$ cat src/rtl/iram_loader.sv
// Boot loader: assembles little-endian words from a byte stream, writes them to
// IRAM from address 0 and releases the CPU reset once the requested count is written.
module iram_loader #(
  parameter int ADDR_W = 11,
  parameter int DEPTH  = 2048
) (
  input  logic              clk_in,
  input  logic              reset,
  input  logic              start,
  input  logic [ADDR_W:0]   word_count,
  input  logic              byte_valid,
  input  logic [7:0]        byte_data,
  output logic              byte_ready,
  output logic              iram_we,
  output logic [ADDR_W-1:0] iram_addr,
  output logic [31:0]       iram_wdata,
  output logic              cpu_reset,
  output logic              busy,
  output logic              done,
  output logic [31:0]       checksum
);

  typedef enum logic [1:0] {IDLE, RECV, WRITE, DONE} state_t;

  localparam logic [ADDR_W:0] DEPTH_C = (ADDR_W+1)'(DEPTH);
  localparam logic [ADDR_W:0] ONE_C   = (ADDR_W+1)'(1);

  state_t            state, state_nx;
  logic [ADDR_W:0]   count, index, count_in;
  logic [1:0]        byte_cnt;
  logic [23:0]       part;
  logic              start_ok, hs, last_word;

  // Clamping keeps the word index inside the IRAM so iram_addr never wraps.
  assign count_in  = (word_count > DEPTH_C) ? DEPTH_C : word_count;
  assign start_ok  = start && (state == IDLE || state == DONE);
  assign hs        = byte_valid && (state == RECV);
  assign last_word = ((index + ONE_C) == count);

  always_ff @(posedge clk_in) begin
    if (!reset) state <= IDLE;
    else        state <= state_nx;
  end

  always_comb begin
    state_nx = state;
    case (state)
      IDLE, DONE: if (start) state_nx = (count_in == '0) ? DONE : RECV;
      RECV:       if (hs && byte_cnt == 2'd3) state_nx = WRITE;
      WRITE:      state_nx = last_word ? DONE : RECV;
      default:    state_nx = IDLE;
    endcase
  end

  always_comb begin
    byte_ready = (state == RECV);
    iram_we    = (state == WRITE);
    busy       = (state == RECV) || (state == WRITE);
    done       = (state == DONE);
    cpu_reset  = (state != DONE);
  end

  always_ff @(posedge clk_in) begin
    if (!reset) begin
      count      <= '0;
      index      <= '0;
      byte_cnt   <= '0;
      part       <= '0;
      iram_addr  <= '0;
      iram_wdata <= '0;
      checksum   <= '0;
    end else begin
      if (start_ok) begin
        count    <= count_in;
        index    <= '0;
        byte_cnt <= '0;
        part     <= '0;
        checksum <= '0;
      end
      if (hs) begin
        byte_cnt <= byte_cnt + 2'd1;
        // Byte 3 completes the word; the write port registers take it directly.
        if (byte_cnt == 2'd3) begin
          iram_wdata <= {byte_data, part};
          iram_addr  <= index[ADDR_W-1:0];
        end else begin
          part[8*byte_cnt +: 8] <= byte_data;
        end
      end
      if (state == WRITE) begin
        checksum <= checksum + iram_wdata;
        index    <= index + ONE_C;
      end
    end
  end

endmodule

$ cat config.mk
export PLATFORM = sky130hd
export DESIGN_NAME = iram_loader
export DESIGN_NICKNAME = d
export VERILOG_FILES = /design/src/rtl/iram_loader.sv
export SDC_FILE = /design/constraint.sdc
export NUM_CORES = 1
export LEC_CHECK = 0
export BUFFER_PORTS_ARGS = -buffer_cell sky130_fd_sc_hd__buf_2
export CAP_MARGIN = 10
export CORE_MARGIN = 2
export CORE_UTILIZATION = 30
export DETAILED_ROUTE_END_ITERATION = 8
export SYNTH_ARGS = -nofsm -noshare
export SYNTH_HDL_FRONTEND = slang
export SYNTH_SLANG_ARGS = --single-unit
$ cat constraint.sdc
create_clock -name clk_in -period 3.46 [get_ports clk_in]
set_input_delay 0 -clock clk_in [delete_from_list [all_inputs] [get_ports clk_in]]
set_output_delay 0 -clock clk_in [all_outputs]
set_load 0.005 [all_outputs]
# Word-level counts from Yosys, hierarchy flattened
# Cells that the tools add are included.
[totals]
register_bits = 127
inputBits = 24
out_inout_bits = 80
word_cells = 52
[op_classes]
addsub = 4
n_lt_le_gt_ge = 1
eq_ne = 8
shifts = 2
n_mux = 17
n_reduce_logical = 12
[op_table]
columns = ["cell", "count"]
rows = [
  ["$mux 24", 4],
  ["$mux 32", 2],
  ["$mux 12", 3],
  ["$neg 5->34", 1],
  ["$shift 8x34->24 const A", 1],
  ["$shiftx 8x34->24", 1],
  ["$add 32x32->32", 1],
  ["$bwmux 24", 1],
  ["$add 12x1->12 const B", 1],
  ["$eq 12x12->1", 1],
  ["$gt 12x12->1 const B", 1],
  ["$logic_not 12->1", 1],
  ["$mux 2", 6],
  ["$eq 2x2->1 const B", 3],
  ["$pmux 2 s3", 1],
  ["$ne 2x2->1 const B", 2],
  ["$reduce_and 2->1", 2],
  ["$reduce_bool 2->1", 2],
  ["$logic_and 1x1->1", 3],
  ["$add 2x1->2 const B", 1],
  ["$eq 2x1->1 const B", 1],
  ["$logic_not 2->1", 1],
  ["$logic_or 1x1->1", 2],
  ["$ne 2x1->1 const B", 1],
  ["$reduce_or 2->1", 1],
]

# Logic depth before layout (Yosys ltp)
[logic_depth]
word_depth = 8
mapped_depth = 12
depth_no_buf = 12

# Least setup slack after synthesis
# No wires, ideal clock.
[synth_path]
path_kind = "reg-to-reg"
from = "register iram_wdata[9]"
to = "register checksum[29]"
setup_ps = 123
arrival_ps = 2366
required_time_ps = 3337
slack_ps = 971
stages_incl_launch_ff = 11
n_path_buf = 0
synth_period_minus_slack_ps = 2489
cell_sequence = "dfxtp_1 ha_1 and4_4 a41o_1 a21o_1 o41ai_4 o221ai_2 or2_4 a31oi_4 xor2_1 o21ai_1"
[synth_via]
elab_chain_cells = 2
[synth_lines]
columns = ["item", "line", "rtl"]
rows = [
  ["start: declaration", "16", "output logic [31:0] iram_wdata,"],
  ["start signal: assignment", "84", "iram_wdata <= {byte_data, part};"],
  ["$add 32x32->32", "91", "checksum <= checksum + iram_wdata;"],
  ["$mux 32", "90", "if (state == WRITE) begin"],
  ["end signal: assignment", "91", ""],
  ["end: declaration", "20", "output logic [31:0] checksum"],
]
# No other way between the ends.
# A chain may end at the register's enable or synchronous reset.

# Worst setup path after layout
[layout_path]
from = "register checksum[0]"
to = "register checksum[20]"
[layout_via]
elab_chain_cells = 2
[layout_lines]
columns = ["item", "line"]
rows = [
  ["$add 32x32->32", "91"],
  ["$mux 32", "90"],
]
# No other way between the ends.

==> flow_metrics.tcl <==
set metrics [dict create \
    outcome "complete, no violations" \
    r2r_cells 12 \
    p_leak_nw 3.49 \
    layout_min_cycle_time_ns 2.78 \
    ys.flop_type "dfxtp_1" \
    cts_tree "done" \
    critPathKind "reg -> reg" \
    wl_mm 18.6 \
    wl_met2_mm 8.40 \
    finalMaxSlewViolations 0 \
    die_w_um 151 \
    drc_errors 0 \
    cp.required_ns 3.76 \
    ys_ff_latch 127 \
    finalSetupTns_ns 0 \
    cap_violations 0 \
    critPathCaptureType "register" \
    final_nets 971 \
    row_count 53 \
    grt_max_degree 81 \
    critical_path.startpoint "checksum[0]" \
    setup_viol_count_final 0 \
    first_iter_violations 332 \
    p_clk_share_pct 45.6 \
    reg2reg_from "checksum[0]" \
    grt_pass1_wl_mm 29.5 \
    drive_gt1_share_pct 18.1 \
    cp_slowest_cell "fa_1" \
    clock_tree.buffer_depth 2 \
    place_ws_ns 0.694 \
    vias 5958 \
    path_buf_inv 1 \
    die_h_um 151 \
    overflow 0 \
    synth_edf_count 0 \
    setup_ws_ns 0.677 \
    hold_depth 4 \
    p_sw_share_pct 29.9 \
    syn_avg_cell_area_um2 8.26 \
    synth_seq_area_share_pct 39.0 \
    r2r_slack_ns 0.68 \
    pwr_density_cell_nw_per_um2 513 \
    maxUsedRoutingLayer "met4" \
    worstHoldStart "start" \
    intPower_mw 2.93 \
    cp_max_fo 3 \
    io-pin-count 104 \
    tightestPinTransition_ns 0.885 \
    die_area_um2 22900 \
    cpPeakStageDelay_ns 0.37 \
    arrival_ns 3.08 \
    start_util_pct 30.8 \
    ys_async_sr_fraction_pct 0 \
    crit_cells 12 \
    finalCritPeriodShare_pct 80.4 \
    max_freq_ghz 0.359 \
    yosysUniqueCellTypes 64 \
    clock_skew_ns 0.0109 \
    wl_per_cell_um 15.6 \
    clkLatencyLatePin_ns 0.42 \
    grt_use_total_pct 16.5 \
    cts_made_buffers 17 \
    hold_violations 0 \
    grt_pass1_vias 5676 \
    antenna_cells 0 \
    syn_inst 789 \
    first_pass_iters 4 \
    netlist_area_um2 6510 \
    port_buffers 103 \
    finalWeightedCongestion 0.827 \
    hpwl_mm 13.0 \
    core-area_um2 21200 \
    met3_length_um 852 \
    regToRegEndpoint "checksum[20]" \
    cts_sinks 127 \
    relSlewSlack_pct 40.8 \
    cp_top_family "compound AO/OA/AOI/OAI gates" \
    synth_nets 855 \
    hp-class "in -> reg" \
    startpoint_type "register" \
    cts_resized 0 \
    power_frac_comb_pct 17.2 \
    clock-root-buffer "clkbuf_16" \
    yosysWarnings 0 \
    rsz0062_at_grt "no" \
    post_cts_buffers 0 \
    antenna_found_initial 0 \
    min_to "state[0]" \
    p_sw_mw 1.25 \
    wl_met1_mm 9.04 \
    ir_worst_vdd_uv 377 \
    clk_pin_slew_worst_paths_ns 0.06 \
    via_per_inst 4.99 \
    antenna_left 0 \
    path_cells "ha_1, inv_1, fa_1, nand2b_1, a21oi_1, o221ai_1, and2_1, o31ai_2, o41ai_1, o21ai_1, xnor2_1, o21ai_0" \
    seq_power_share_pct 37.2 \
    htreeDepth 4 \
    area_growth_pct 25.0 \
]
-- what timing repair did --
item,in CTS,in global routing
setup endpoints to repair,0,0
hold buffers,21,0
endpoints found under the hold margin,46,0
-- synthesized netlist by cell type, drive strengths merged, types with 12 or more instances --
cell	number	area, µm²
nand2	136	510
dfxtp	127	2540
a21oi	89	445
nor2	53	199
ha	41	513
o21ai	41	205
clkbuf	34	129
a22oi	30	225
xnor2	24	210
xor2	21	184
nand3	19	95.1
inv	18	67.6
a21o	17	130
nor2b	15	93.8
and3	14	90.1
a21boi	12	90.1
-- cell families after synthesis --
kind of cell	synth area share, %
simple gates	20.8
compound gates	22.3
flops	39.0
buf+inv	3.36
xor+xnor	6.05
fa+ha+maj	8.18
mux	0.307
-- tightest hold or removal path, stage by stage --
cell	delay, ns
buf_2	0.11
a2bb2oi_1	0.16
nor2_1	0.09
a211oi_1	0.05
-- metal layers --
metal / up-vias / track usage [%]
met1: 2808 / 22.4
met3: 15 / 3.61
met5: - / 0
met4: 0 / 5.33
met2: 130 / 26.2
li1: 3005 / -
-- metrics by stage --
step	total power [mW]	std cells	hold slack [ns]	instance area [µm²]	util (%)
finish	4.18	1193	0.0512	8140	38.5
global placement	2.27	1140	0.287	7310	34.5
CTS	4.20	1193	0.0265	8140	38.5
floorplan	2.01	789	0.136	6520	-
detailed placement	2.28	1140	0.292	7310	34.5
global route	4.35	1193	0.0823	8140	38.5
-- power groups by stage --
stage | Sequential (mW) | Clock (mW) | Combinational [mW]
after floorplan | 1.57 | 0 | 0.440
after global placement | 1.59 | 0 | 0.689
after detailed placement | 1.59 | 0 | 0.692
after CTS | 1.55 | 1.93 | 0.714
after global routing | 1.56 | 2.00 | 0.788
final | 1.55 | 1.91 | 0.717
-- area by class of cell --
type	count	area [µm²]
clock buffer	19	453
clock inverter	13	173
fill	2154	13000
inverter	18	67.6
multi-input combinational	607	3760
sequential	127	2540
tap	275	344
timing repair buffer	134	801
-- sequential cells by signal, summed over array words and instances, names as in the netlist --
register    cells
checksum       32
iram_wdata     32
part           24
count          12
index          12
iram_addr      11
byte_cnt        2
state           2
-- placed cells by master (no fill, tap or decap), types with 9 or more instances in the layout --
master	instances
xor2_1	21
nand3b_1	10
inv_1	17
and3_1	12
o21ai_0	37
buf_2	103
nand2_1	136
nor2_1	53
nor2b_1	15
xnor2_1	24
dlygate4sd3_1	21
nor3_1	9
buf_4	10
a21oi_1	89
clkbuf_16	17
a21boi_0	12
dfxtp_1	127
a22oi_1	30
nand3_1	18
ha_1	41
a21o_1	15
-- how the worst max path moves through the flow --
stage / slack [ns] / endpoint
finish: 0.68 / checksum[20]
global route: 0.44 / checksum[20]
CTS: 0.68 / checksum[20]
detailed placement: 0.69 / checksum[20]
global placement: 0.72 / checksum[20]
floorplan: 0.97 / checksum[29]
(Power assumes the default switching activity.)
